==> src/rtl/uart_pkg.sv <==
// rtl/uart_pkg.sv - UART receive shared types, prescale constants and legality check
//
// Contents:
//   rx_state_e    receive FSM states
//   PRESC_*       supported oversampling ratios
//   BIT_CNT_W     width of the frame bit counter (covers data + parity bits)
//   presc_legal() 1 when a Prescale value is one of the supported ratios
package uart_pkg;

   typedef enum logic [2:0] {
      IDLE,
      START,
      DATA,
      PARITY,
      STOP
   } rx_state_e;

   localparam logic [5:0] PRESC_4  = 6'd4;
   localparam logic [5:0] PRESC_8  = 6'd8;
   localparam logic [5:0] PRESC_16 = 6'd16;
   localparam logic [5:0] PRESC_32 = 6'd32;

   localparam int BIT_CNT_W = 4;

   function automatic logic presc_legal(input logic [5:0] presc);
      return (presc == PRESC_4) || (presc == PRESC_8) ||
             (presc == PRESC_16) || (presc == PRESC_32);
   endfunction

endpackage

==> src/rtl/uart_rx_edge_bit_cnt.sv <==
// rtl/uart_rx_edge_bit_cnt.sv - oversample edge counter and frame bit counter
//
// Ports:
//   clk, rst   clock, asynchronous active-low reset
//   enable     count oversample edges (FSM outside IDLE)
//   clear      zero both counters this cycle (has priority over enable)
//   pre_q      latched oversampling ratio
//   edge_cnt   oversample edge index within the current bit, wraps at pre_q-1
//   bit_cnt    bits completed since the last clear
//   bit_end    edge_cnt is on the last oversample edge of the bit
module uart_rx_edge_bit_cnt
   import uart_pkg::*;
(
   input  logic                 clk,
   input  logic                 rst,
   input  logic                 enable,
   input  logic                 clear,
   input  logic [5:0]           pre_q,
   output logic [4:0]           edge_cnt,
   output logic [BIT_CNT_W-1:0] bit_cnt,
   output logic                 bit_end
);

   assign bit_end = enable && ({1'b0, edge_cnt} == (pre_q - 6'd1));

   always_ff @(posedge clk or negedge rst) begin
      if (!rst) begin
         edge_cnt <= '0;
         bit_cnt  <= '0;
      end else if (clear) begin
         edge_cnt <= '0;
         bit_cnt  <= '0;
      end else if (enable) begin
         if (bit_end) begin
            edge_cnt <= '0;
            bit_cnt  <= bit_cnt + 1'b1;
         end else begin
            edge_cnt <= edge_cnt + 1'b1;
         end
      end
   end

endmodule

==> src/rtl/uart_rx_ctrl.sv <==
// rtl/uart_rx_ctrl.sv - UART receive frame sequencer, deserializer and error checks
//
// Ports:
//   clk, rst      clock, asynchronous active-low reset
//   RX_IN         serial line, idle high
//   PAR_EN        frame carries a parity bit
//   PAR_TYP       0 even, 1 odd parity
//   Prescale      oversampling ratio (4/8/16/32 accepted)
//   sampled_bit   majority-voted bit returned by the sampler
//   data_samp_en  sampler enable (FSM outside IDLE)
//   edge_cnt      oversample edge index within the current bit
//   P_DATA        last good byte, LSB received first
//   data_valid    1-cycle pulse when P_DATA takes a good frame
//   par_err       1-cycle pulse on parity mismatch
//   stp_err       1-cycle pulse when the stop bit samples 0
module uart_rx_ctrl
   import uart_pkg::*;
#(
   parameter int DATA_W = 8
) (
   input  logic              clk,
   input  logic              rst,
   input  logic              RX_IN,
   input  logic              PAR_EN,
   input  logic              PAR_TYP,
   input  logic [5:0]        Prescale,
   input  logic              sampled_bit,
   output logic              data_samp_en,
   output logic [4:0]        edge_cnt,
   output logic [DATA_W-1:0] P_DATA,
   output logic              data_valid,
   output logic              par_err,
   output logic              stp_err
);

   localparam logic [BIT_CNT_W-1:0] LAST_BIT = BIT_CNT_W'(DATA_W - 1);

   rx_state_e             state_q, state_d;
   logic [5:0]            pre_q;
   logic [DATA_W-1:0]     shift_q;
   logic                  par_typ_q;
   logic                  frame_err_q;
   logic                  cnt_clear;
   logic                  bit_end;
   logic [BIT_CNT_W-1:0]  bit_cnt;

   assign data_samp_en = (state_q != IDLE);

   uart_rx_edge_bit_cnt u_cnt (
      .clk      (clk),
      .rst      (rst),
      .enable   (data_samp_en),
      .clear    (cnt_clear),
      .pre_q    (pre_q),
      .edge_cnt (edge_cnt),
      .bit_cnt  (bit_cnt),
      .bit_end  (bit_end)
   );

   always_ff @(posedge clk or negedge rst) begin
      if (!rst) begin
         state_q <= IDLE;
      end else begin
         state_q <= state_d;
      end
   end

   // Counters are cleared while idle and at the end of START and STOP, so
   // bit_cnt counts data bits from 0 and a back-to-back start begins at edge 0.
   always_comb begin
      state_d   = state_q;
      cnt_clear = 1'b0;
      case (state_q)
         IDLE: begin
            cnt_clear = 1'b1;
            if (!RX_IN && presc_legal(Prescale)) state_d = START;
         end
         START: begin
            if (bit_end) begin
               cnt_clear = 1'b1;
               state_d   = sampled_bit ? IDLE : DATA;
            end
         end
         DATA: begin
            if (bit_end && (bit_cnt == LAST_BIT)) state_d = PAR_EN ? PARITY : STOP;
         end
         PARITY: begin
            if (bit_end) state_d = STOP;
         end
         STOP: begin
            if (bit_end) begin
               cnt_clear = 1'b1;
               state_d   = RX_IN ? IDLE : START;
            end
         end
         default: state_d = IDLE;
      endcase
   end

   always_ff @(posedge clk or negedge rst) begin
      if (!rst) begin
         pre_q       <= '0;
         shift_q     <= '0;
         par_typ_q   <= 1'b0;
         frame_err_q <= 1'b0;
         P_DATA      <= '0;
         data_valid  <= 1'b0;
         par_err     <= 1'b0;
         stp_err     <= 1'b0;
      end else begin
         data_valid <= 1'b0;
         par_err    <= 1'b0;
         stp_err    <= 1'b0;

         if ((state_q == IDLE) && (state_d == START)) pre_q <= Prescale;

         if ((state_q == DATA) && bit_end) begin
            shift_q <= {sampled_bit, shift_q[DATA_W-1:1]};
            // Parity type is frozen as the last data bit completes.
            if (state_d != DATA) par_typ_q <= PAR_TYP;
         end

         if ((state_q == PARITY) && bit_end &&
             (sampled_bit != (^shift_q ^ par_typ_q))) begin
            par_err     <= 1'b1;
            frame_err_q <= 1'b1;
         end

         if ((state_q == STOP) && bit_end) begin
            frame_err_q <= 1'b0;
            if (!sampled_bit) begin
               stp_err <= 1'b1;
            end else if (!frame_err_q) begin
               P_DATA     <= shift_q;
               data_valid <= 1'b1;
            end
         end
      end
   end

endmodule

==> config.mk <==
export PLATFORM = sky130hd
export DESIGN_NAME = uart_rx_ctrl
export DESIGN_NICKNAME = d
export VERILOG_FILES = /design/src/rtl/uart_pkg.sv /design/src/rtl/uart_rx_edge_bit_cnt.sv /design/src/rtl/uart_rx_ctrl.sv
export SDC_FILE = /design/constraint.sdc
export NUM_CORES = 1
export LEC_CHECK = 0
export CAP_MARGIN = 20
export CORE_MARGIN = 8
export CORE_UTILIZATION = 41
export CTS_CLUSTER_SIZE = 14
export DETAILED_ROUTE_END_ITERATION = 8
export PLACE_DENSITY = 0.63
export REMOVE_ABC_BUFFERS = 1
export SYNTH_ARGS = -nofsm -noshare
export SYNTH_HDL_FRONTEND = slang
export SYNTH_HIERARCHICAL = 1
export SYNTH_SLANG_ARGS = --single-unit
==> constraint.sdc <==
create_clock -name clk -period 3.65 [get_ports clk]
set_clock_uncertainty 0.05 [all_clocks]
set_input_delay 0.73 -clock clk [delete_from_list [all_inputs] [get_ports clk]]
set_output_delay 0.73 -clock clk [all_outputs]
set_load 0.01 [all_outputs]
Word level (Yosys, flattened, before mapping)

Cells that the tools add are included.
Widths: inputs -> output; s select.

Eq/ne operators: 13
Shifts and indexed selects: 0
Muxes and demuxes: 25
Reduce and logical (&&, ||, !) cells: 22
Bitwise gates (word level): 2
$add $sub $neg: 3
Div/mod/pow operators: 0
Magnitude comparators: 0
$mul: 0

Operators by type and width:

| kind                | number |
|---|---|
| $mux 3              | 6 |
| $mux 5              | 3 |
| $pmux 3 s5          | 1 |
| $mux 4              | 3 |
| $mux 1              | 10 |
| $logic_and 1x1->1   | 8 |
| $reduce_xor 8->1    | 1 |
| $eq 3x1->1 const B  | 2 |
| $eq 3x2->1 const B  | 2 |
| $eq 5x6->1          | 1 |
| $eq 6x3->1 const B  | 1 |
| $eq 6x4->1 const B  | 1 |
| $eq 6x5->1 const B  | 1 |
| $eq 6x6->1 const B  | 1 |
| $reduce_bool 2->1   | 3 |
| $sub 6x1->6 const B | 1 |
| $add 5x1->5 const B | 1 |
| $add 4x1->4 const B | 1 |
| $eq 4x3->1 const B  | 1 |
| $reduce_and 2->1    | 2 |
| $eq 3x3->1 const B  | 1 |
| $logic_not 3->1     | 1 |
| $logic_or 1x1->1    | 3 |
| $ne 3x2->1 const B  | 1 |
| other kinds (9)     | 9 |

Bits of input ports: 12
Memory bits (read-only): 0
Register bits: 39
Output and inout port bits: 17
Memories kept: 0
Bits in writable memories: 0
Logic and storage cells: 76
Latch bits: 0

Depth between registers and ports, before layout

Gate-level depths: netlist of the first run.

Word-level depth: 9
Depth in mapped cells: 14
Gate-level depth less buffers: 13

Modules after synthesis

The synthesis of the first run kept the hierarchy.

Modules (own cells, without submodules):

| module               | area an instance (um^2) | cells an instance | sequential area each (um^2) | instances |
|---|---|---|---|---|
| uart_rx_ctrl         | 1,373.8                 | 117               | 750.7                       | 1 |
| uart_rx_edge_bit_cnt | 659.4                   | 69                | 225.2                       | 1 |

Worst setup path after synthesis of the first run

Ideal clock, no wire load.

Kind: register to register
From: reg pre_q[0]
To: reg u_cnt.bit_cnt[3]
Slack: 726 ps
Buffers on the path: 1
Data required time: 3,472 ps
Cell stages (with the launch flop): 14
Clock period less this slack: 2,924 ps
Arrival time: 2,747 ps
Library setup time: 128 ps
Cell sequence: dfrtp_1 -> inv_1 -> ha_1 -> nand2b_1 -> o211a_1 -> o31a_1 -> nor4_4 -> inv_1 -> a21oi_1 -> a21oi_1 -> nor2_1 -> buf_4 -> nor2_1 -> mux2_1

Cells in the longest elaborated chain, start to end: 7
Elaborated cells on any way between the ends: 9
Classes of those cells: 1 x add/sub; 1 x eq/ne; 3 x mux; 4 x reduce/logical

Ends and longest elaborated chain:

| element                            | line                                   | source |
|---|---|---|
| start: declaration                 | uart_rx_ctrl.sv:39                     | `logic [5:0] pre_q;` |
| start signal: assignment           | uart_rx_ctrl.sv:115                    | `if ((state_q == IDLE) && (state_d == START)) pre_q <= Prescale;` |
| $sub 6x1->6 (*)                    | uart_rx_edge_bit_cnt.sv:24             | `assign bit_end = enable && ({1'b0, edge_cnt} == (pre_q - 6'd1));` |
| $eq 5x6->1 (*)                     | uart_rx_edge_bit_cnt.sv:24             |  |
| $logic_and 1x1->1 (*)              | uart_rx_edge_bit_cnt.sv:24             |  |
| net bit_end                        | uart_rx_ctrl.sv:44                     | `logic bit_end;` |
| $mux 1 (*)                         | uart_rx_ctrl.sv:79, uart_rx_ctrl.sv:91 |  |
| $pmux 1 s2 (*)                     | uart_rx_ctrl.sv:73                     | `case (state_q)` |
| net cnt_clear                      | uart_rx_ctrl.sv:43                     | `logic cnt_clear;` |
| $reduce_bool 2->1 (no source line) | n/a                                    |  |
| $reduce_and 2->1 (no source line)  | n/a                                    |  |
| end signal: assignment             | uart_rx_edge_bit_cnt.sv:36             | `bit_cnt <= bit_cnt + 1'b1;` |
| end: declaration                   | uart_rx_edge_bit_cnt.sv:20             | `output logic [BIT_CNT_W-1:0] bit_cnt,` |

The timed path passes the listed nets; every way through them passes the cells marked *.
A chain may end at the register's enable or synchronous reset.

Final worst setup path of the first run

From: reg pre_q[0]
To: reg par_typ_q

Cells in the longest elaborated chain, start to end: 8
Elaborated cells on any way between the ends: 12
Classes of those cells: 1 x add/sub; 2 x eq/ne; 5 x mux; 4 x reduce/logical

Ends and longest elaborated chain:

| element                               | line                       | source |
|---|---|---|
| $sub 6x1->6 (*)                       | uart_rx_edge_bit_cnt.sv:24 |  |
| $eq 5x6->1 (*)                        | uart_rx_edge_bit_cnt.sv:24 |  |
| $logic_and 1x1->1 (*)                 | uart_rx_edge_bit_cnt.sv:24 |  |
| net bit_end                           | uart_rx_ctrl.sv:44         |  |
| $logic_and 1x1->1                     | uart_rx_ctrl.sv:85         | `if (bit_end && (bit_cnt == LAST_BIT)) state_d = PAR_EN ? PARITY : STOP;` |
| $mux 3                                | uart_rx_ctrl.sv:85         |  |
| $pmux 3 s5                            | uart_rx_ctrl.sv:73         |  |
| $ne 3x2->1                            | uart_rx_ctrl.sv:120        | `if (state_d != DATA) par_typ_q <= PAR_TYP;` |
| $reduce_and 2->1 (no source line) (*) | n/a                        |  |
| end signal: assignment                | uart_rx_ctrl.sv:104        | `par_typ_q <= 1'b0;` |
| end signal: assignment                | uart_rx_ctrl.sv:120        |  |
| end: declaration                      | uart_rx_ctrl.sv:41         | `logic par_typ_q;` |

Marks and branches as above.

==> results of run 1 <==
## critical path, delay by kind of cell (launching register included)
family	cells	cell delay, ns
AND/OR/NAND/NOR	4	0.93
AO/OA/AOI/OAI	4	0.82
flip-flops	1	0.42
multiplexers	1	0.31
adder cells (fa/ha/maj)	1	0.23
buffers and inverters	1	0.07
## final cells by class
class | instances | area, um2
fill | 440 | 2275
multi-input combinational | 136 | 1001
sequential | 39 | 975.9
timing repair buffer | 30 | 290.3
tap | 67 | 83.83
clock buffer | 6 | 72.57
clock inverter | 1 | 30.03
inverter | 7 | 26.28
## power groups by stage
stage               Sequential (mW)  Combinational [mW]  Clock, mW
floorplan                     0.520               0.213          0
global placement              0.529               0.318          0
detailed placement            0.529               0.322          0
CTS                           0.521               0.324      0.346
global route                  0.529               0.352      0.366
finish                        0.520               0.320      0.338
## synth_stat cells, drive strengths merged
master	count
dfrtp	39
nand2	30
mux2	17
nor2	14
xnor2	10
inv	7
xor2	7
nor2b	5
nor3	5
a21oi	4
nand2b	4
nand4	4
nor4	4
buf	3
ha	3
nor4b	3
o21ai	3
nand3	2
nand3b	2
nand4bb	2
or4b	2
a211oi	1
a21o	1
a32oi	1
and2	1
and4b	1
clkbuf	1
mux2i	1
o211a	1
o211ai	1
o22ai	1
o31a	1
o32a	1
or3	1
or3b	1
or4	1
xnor3	1
## metrics by stage
stage               setup slack (ns)  hold WS (ns)
floorplan                     0.5674        0.3844
global placement              0.7474        0.4111
detailed placement            0.7071        0.4132
CTS                           0.6955        0.4375
global route                  0.5027        0.4700
finish                        0.6969        0.4324
## state kept, by name, indices dropped and copies added (netlist names)
signal and cells:
P_DATA 8, stp_err 1, pre_q 6, state_q 3, data_valid 1, u_cnt/edge_cnt 5, shift_q 8, u_cnt/bit_cnt 4
par_err 1, par_typ_q 1, frame_err_q 1
## layer usage
metal  global-route usage [%]  wire length [um]  vias up
met5                        0                 0        -
met4                    4.695                38        0
met3                    3.119               156        4
met2                    19.51              1983       20
met1                    13.49              1853      694
li1                         -                 -      709
## how the worst min path moves through the flow
| stage | start | cells past startpoint | slack [ns] | end |
|---|---|---|---|---|
| final | P_DATA[3]$_DFFE_PN0P_ | 2 | 0.43 | P_DATA[3]$_DFFE_PN0P_ |
| after global routing | P_DATA[2]$_DFFE_PN0P_ | 2 | 0.47 | P_DATA[2]$_DFFE_PN0P_ |
| after CTS | P_DATA[7]$_DFFE_PN0P_ | 2 | 0.44 | P_DATA[7]$_DFFE_PN0P_ |
| after detailed placement | P_DATA[5]$_DFFE_PN0P_ | 2 | 0.41 | P_DATA[5]$_DFFE_PN0P_ |
| after global placement | frame_err_q$_DFFE_PN0P_ | 1 | 0.41 | frame_err_q$_DFFE_PN0P_ |
| after floorplan | rst | 0 | 0.38 | P_DATA[0]$_DFFE_PN0P_ |
## cells by family after synthesis
logic type,Yosys count,share of synthesized area (%)
AO/OA/AOI/OAI,15,5.416
XOR/XNOR,18,8.431
adder cells (fa/ha/maj),3,1.846
buffers and inverters,11,2.769
flip-flops,39,48.00
multiplexers,18,10.28
AND/OR/NAND/NOR,82,23.26
==> run_results.csv, run 1 <==
group,metric,value,unit
synthesis,synthCells,186,
setup_path,arrival,3.07,ns
route,ant_nets,0,
setup_path,cp_slowest_stage_delay,0.42,ns
finish,areaGrowthSynthToFinish,21.97,%
power_and_ir_drop,power.internal,0.8129,mW
route,wirelength,4.031,mm
setup_path,r2r-start,"pre_q[0]$_DFFE_PN0P_",
synthesis,ys.warnings.count,6,
power_and_ir_drop,power.switching,0.3647,mW
power_and_ir_drop,ir_drop,0.2704,mV
synthesis,synth_area_leader_cell,"dfrtp_1",
floorplan,die_h,86.42,um
power_and_ir_drop,p_seq_share,44.1,%
finish,post_route_cells_drive_above_1_share,14.16,%
setup_path,worstSetupEndpoint,"par_typ_q$_DFFE_PN0P_",
finish,antenna_cells,0,
timing,hold_viol_final,0,
synthesis,yosysSeqAreaShare,48.00,%
finish,final_util,52.16,%
synthesis,ys_top_cells_by_area,"dfrtp_1 48%, mux2_2 5.5%, nand2_1 5.5%, xnor2_1 4.3%, xor2_1 3.0%",
synthesis,netlist_area,2033,um2
clocking,holdBufCountCts,0,
outcome,status,"finished, final reports clean",
timing,fin_crit_sh,80.91,%
route,firstDrtPassIters,4,
flow_run,maxCapViolations,0,
clocking,cts_tree,"yes",
power_and_ir_drop,p_leak,1.137,nW
synthesis,avgSynthCellArea,10.93,um2
setup_path,r2r_cells,11,
grt,grt_antenna_before_repair,0,
setup_path,worstSetupPathType,"register to register",
min_path,hold_path_class,"register to register",
floorplan,placement_rows,25,
finish,final_cell_mix,"39 x dfrtp_1, 30 x nand2_1, 27 x clkdlybuf4s50_1, 13 x nor2_1",
timing,setup_violations,0,
grt,grt_pass1_vias,1487,
power_and_ir_drop,swShare,30.97,%
setup_path,cp_max_fo,9,
setup_path,path_cells,"inv_1 > ha_1 > nand2b_1 > o211a_1 > o31a_1 > nor4_4 > and4b_1 > nand3b_1 > a32oi_1 > o21ai_2 > mux2_4",
setup_path,r2r_setup_slack,0.70,ns
power_and_ir_drop,clock_power_share,28.7,%
placed_design,gp_congestion,0.8438,
timing,relSlewSlack,42.64,%
clocking,h-tree-depth,2,
clocking,clock_sinks,39,
grt,grt_start_max_net_pins,40,
grt,grt_pass1_wl,6.920,mm
finish,instances_no_fill,286,
clocking,clock_latency,0.28,ns
placed_design,dp.cells,279,
power_and_ir_drop,combPwrFrac,27.2,%
power_and_ir_drop,total_power,1.178,mW
route,drtIter0Drc,18,
floorplan,start_util,42.76,%
finish,final_common_cell,"dfrtp_1",
timing,rsz0062_at_grt,"false",
timing,final-max-slew-violation-count,0,
floorplan,core_region_area,4755,um2
route,wl_per_cell,14.09,um
route,drcViolationCount,0,
clocking,post_cts_resized,0,
timing,fin_tns_setup,0,ns
timing,fin_crit,2.953,ns
setup_path,crit-reg2reg-capture,"par_typ_q$_DFFE_PN0P_",
finish,stdcell_area,2480,um2
clocking,clockBufferDepth,2,
finish,nets,234,
floorplan,ios,29,
clocking,postCtsSetupBuffers,0,
setup_path,cp.required,3.77,ns
power_and_ir_drop,p_per_area,474.8,nW/um2
timing,worst_pin_slew,0.8604,ns
setup_path,crit_path_start_kind,"register",
route,vias_per_cell,4.990,
setup_path,crit_path_start,"pre_q[0]$_DFFE_PN0P_",
floorplan,fp.dieW,86.42,um
placed_design,port_buffers,28,
clocking,path_clk_slew,0.07,ns
placed_design,place_area,2377,um2
synthesis,ys_ff_latch,39,
clocking,root_buffer,"clkbuf_8",
setup_path,critical_path.endpoint_type,"register",
timing,fmax,338.6,MHz
grt,grt_overflow,0,
setup_path,crit_slowest_cell,"dfrtp_1",
synthesis,yosysTopAreaCellShare,48.00,%
synthesis,ys_types,47,
grt,grtUsageTotal,11.55,%
clocking,cts_buffers,5,
floorplan,dieArea,7468,um2
route,vias,1427,
placed_design,dpl.hpwl,3.009,mm
No activity file was read; power rests on OpenSTA's default activity.
==> inputs of run 2 (changes only) <==
--- a/config.mk
+++ b/config.mk
@@ -10,7 +10,7 @@
 export CORE_UTILIZATION = 41
 export CTS_CLUSTER_SIZE = 14
 export DETAILED_ROUTE_END_ITERATION = 8
-export PLACE_DENSITY = 0.63
+export PLACE_DENSITY = 0.65
 export REMOVE_ABC_BUFFERS = 1
 export SYNTH_ARGS = -nofsm -noshare
 export SYNTH_HDL_FRONTEND = slang
==> constraint.sdc (replaced) <==
create_clock -name clk -period 2.6 [get_ports clk]
set_clock_uncertainty 0.05 [all_clocks]
set_input_delay 0.52 -clock clk [delete_from_list [all_inputs] [get_ports clk]]
set_output_delay 0.52 -clock clk [all_outputs]
set_load 0.01 [all_outputs]
==> run 2 against run 1 <==
  * The run now ends with setup timing left
  * Sequential cell count stayed put
  * Routed wire length is 9.5% higher
  * Critical path depth stayed put
  * First-iteration DRC count grew to 3.8 times the previous value
  * Clock power is 53% higher
  * Combinational power is 96% higher
  * Maximum frequency is 12% higher
  * Register-to-register slack worse by 0.73 ns
  * Non-clock buffer count is 19 higher
  * Final area is 10% higher
  * Largest power group unchanged
==> run_results.csv, run 2 (synthesis gave the netlist of run 1 again) <==
group,metric,value,unit
outcome,violations,"setup timing",
finish,nets,253,
route,firstDrtPassIters,4,
grt,grt_antenna_before_repair,0,
route,wl_met2,2.264,mm
clocking,path_clk_slew,0.07,ns
clocking,clockBufferDepth,2,
route,drcViolationCount,0,
route,vias,1520,
clocking,root_buffer,"clkbuf_8",
setup_path,cp.required,2.73,ns
grt,grt_start_max_net_pins,40,
floorplan,ios,29,
grt,grt_overflow,0,
timing,fin_crit_sh,101.1,%
placed_design,port_buffers,28,
finish,stdcell_area,2738,um2
finish,final_cell_mix,"38 x dfrtp_1, 29 x nand2_1, 27 x clkdlybuf4s50_1, 17 x buf_4, 12 x nor2_1",
timing,fin_crit,2.629,ns
floorplan,dieArea,7468,um2
placed_design,gp_congestion,0.8007,
grt,grt_pass1_wl,7.507,mm
timing,final-max-slew-violation-count,0,
floorplan,core_region_area,4755,um2
timing,worst_pin_slew,0.8667,ns
clocking,cts_tree,"yes",
power_and_ir_drop,p_leak,1.269,nW
setup_path,arrival,2.76,ns
floorplan,die_h,86.42,um
floorplan,fp.dieW,86.42,um
outcome,status,"finished, violations left",
route,wl_per_cell,14.43,um
grt,grtUsageTotal,12.50,%
route,wl_met3,181,um
route,ant_nets,0,
finish,final_util,57.58,%
timing,relSlewSlack,42.22,%
route,top_layer,"met4",
finish,reg.largest.list,"P_DATA (8), shift_q (8), pre_q (6)",
timing,setup_violations,1,
power_and_ir_drop,total_power,1.860,mW
min_path,hold_path_class,"primary input to asynchronous set/reset pin",
finish,final_common_cell,"dfrtp_1",
setup_path,cp_max_fo,5,
timing,fmax,380.4,MHz
timing,fin_tns_setup,-0.02876,ns
finish,post_route_cells_drive_above_1_share,26.78,%
timing,rsz0062_at_grt,"true",
setup_path,worstSetupPathType,"register to register",
setup_path,r2r_cells,11,
clocking,h-tree-depth,2,
floorplan,placement_rows,25,
route,wirelength,4.415,mm
floorplan,start_util,42.76,%
route,drtIter0Drc,68,
grt,grt_pass1_vias,1600,
finish,areaGrowthSynthToFinish,34.65,%
power_and_ir_drop,p_per_area,679.2,nW/um2
power_and_ir_drop,ir_drop,0.3841,mV
route,wl_met1,1.923,mm
route,vias_per_cell,4.967,
placed_design,dpl.hpwl,3.099,mm
placed_design,place_area,2502,um2
timing,fin_ws,-0.02876,ns
flow_run,maxCapViolations,0,
setup_path,crit_path_start_kind,"register",
timing,hold_slack,0.2920,ns
finish,antenna_cells,0,
clocking,cts_buffers,5,
clocking,clock_latency,0.29,ns
clocking,clock_sinks,39,
setup_path,critical_path.endpoint_type,"register",
timing,hold_viol_final,0,
## run 2: cell count changes in the layout (fill, tap and decap cells not counted), moves of 2 or more
cell and delta:
inv_1 -3, mux2_2 -5, mux2_4 +5, buf_6 +2, buf_4 +15
## run 2: routing by layer
layer / up-vias / track usage (%)
met4: 0 / 3.756
met5: - / 0
met2: 22 / 22.08
met3: 5 / 3.497
met1: 742 / 14.20
li1: 751 / -
## run 2: what timing repair did
action	in CTS	in global routing
hold buffers	0	0
pin swaps	1	3
gates cloned	1	0
resized for setup	13	13
setup buffers	2	1
hold endpoints to repair	0	0
endpoints found under the setup margin	13	26
## run 2: final timing paths
path                       slack, ns                             to             startpoint
max reg2reg                    -0.03          par_typ_q$_DFFE_PN0P_   pre_q[1]$_DFFE_PN0P_
min reg2reg                     0.43          P_DATA[1]$_DFFE_PN0P_  P_DATA[1]$_DFFE_PN0P_
max                            -0.03          par_typ_q$_DFFE_PN0P_   pre_q[1]$_DFFE_PN0P_
min in group clk                0.43          P_DATA[1]$_DFFE_PN0P_  P_DATA[1]$_DFFE_PN0P_
min                             0.29  u_cnt/edge_cnt[3]$_DFFE_PN0P_                    rst
max in group asynchronous       1.61           pre_q[2]$_DFFE_PN0P_                    rst
## run 2: worst max-delay path, cell delays in order, from the launching register on
cell	delay, ns
dfrtp_1	0.38
inv_1	0.08
ha_4	0.15
nand2_2	0.05
o211a_1	0.20
o31a_1	0.28
nor4_4	0.25
and4b_1	0.28
nand3b_1	0.12
a32oi_2	0.27
o21ai_2	0.11
mux2_4	0.30
## run 2: cell type report
| cell class | instances | area (um2) |
|---|---|---|
| fill | 421 | 2017 |
| multi-input combinational | 136 | 1075 |
| sequential | 39 | 977.2 |
| timing repair buffer | 49 | 450.4 |
| tap | 67 | 83.83 |
| clock buffer | 6 | 82.58 |
| clock inverter | 2 | 35.03 |
| inverter | 7 | 33.78 |
## run 2: report_power, final
part | total, mW | internal, mW | leakage (nW) | switching (mW)
combinational | 0.627 | 0.320 | 0.676 | 0.307
sequential | 0.714 | 0.656 | 0.531 | 0.0589
clock | 0.518 | 0.310 | 0.0612 | 0.207
total | 1.86 | 1.29 | 1.27 | 0.574
## run 2: metrics by stage
step / setup slack (ns) / instances
floorplan: -0.4826 / 182
global placement: -0.04008 / 294
detailed placement: -0.07273 / 294
CTS: -0.02337 / 305
global route: -0.1474 / 306
finish: -0.02876 / 306
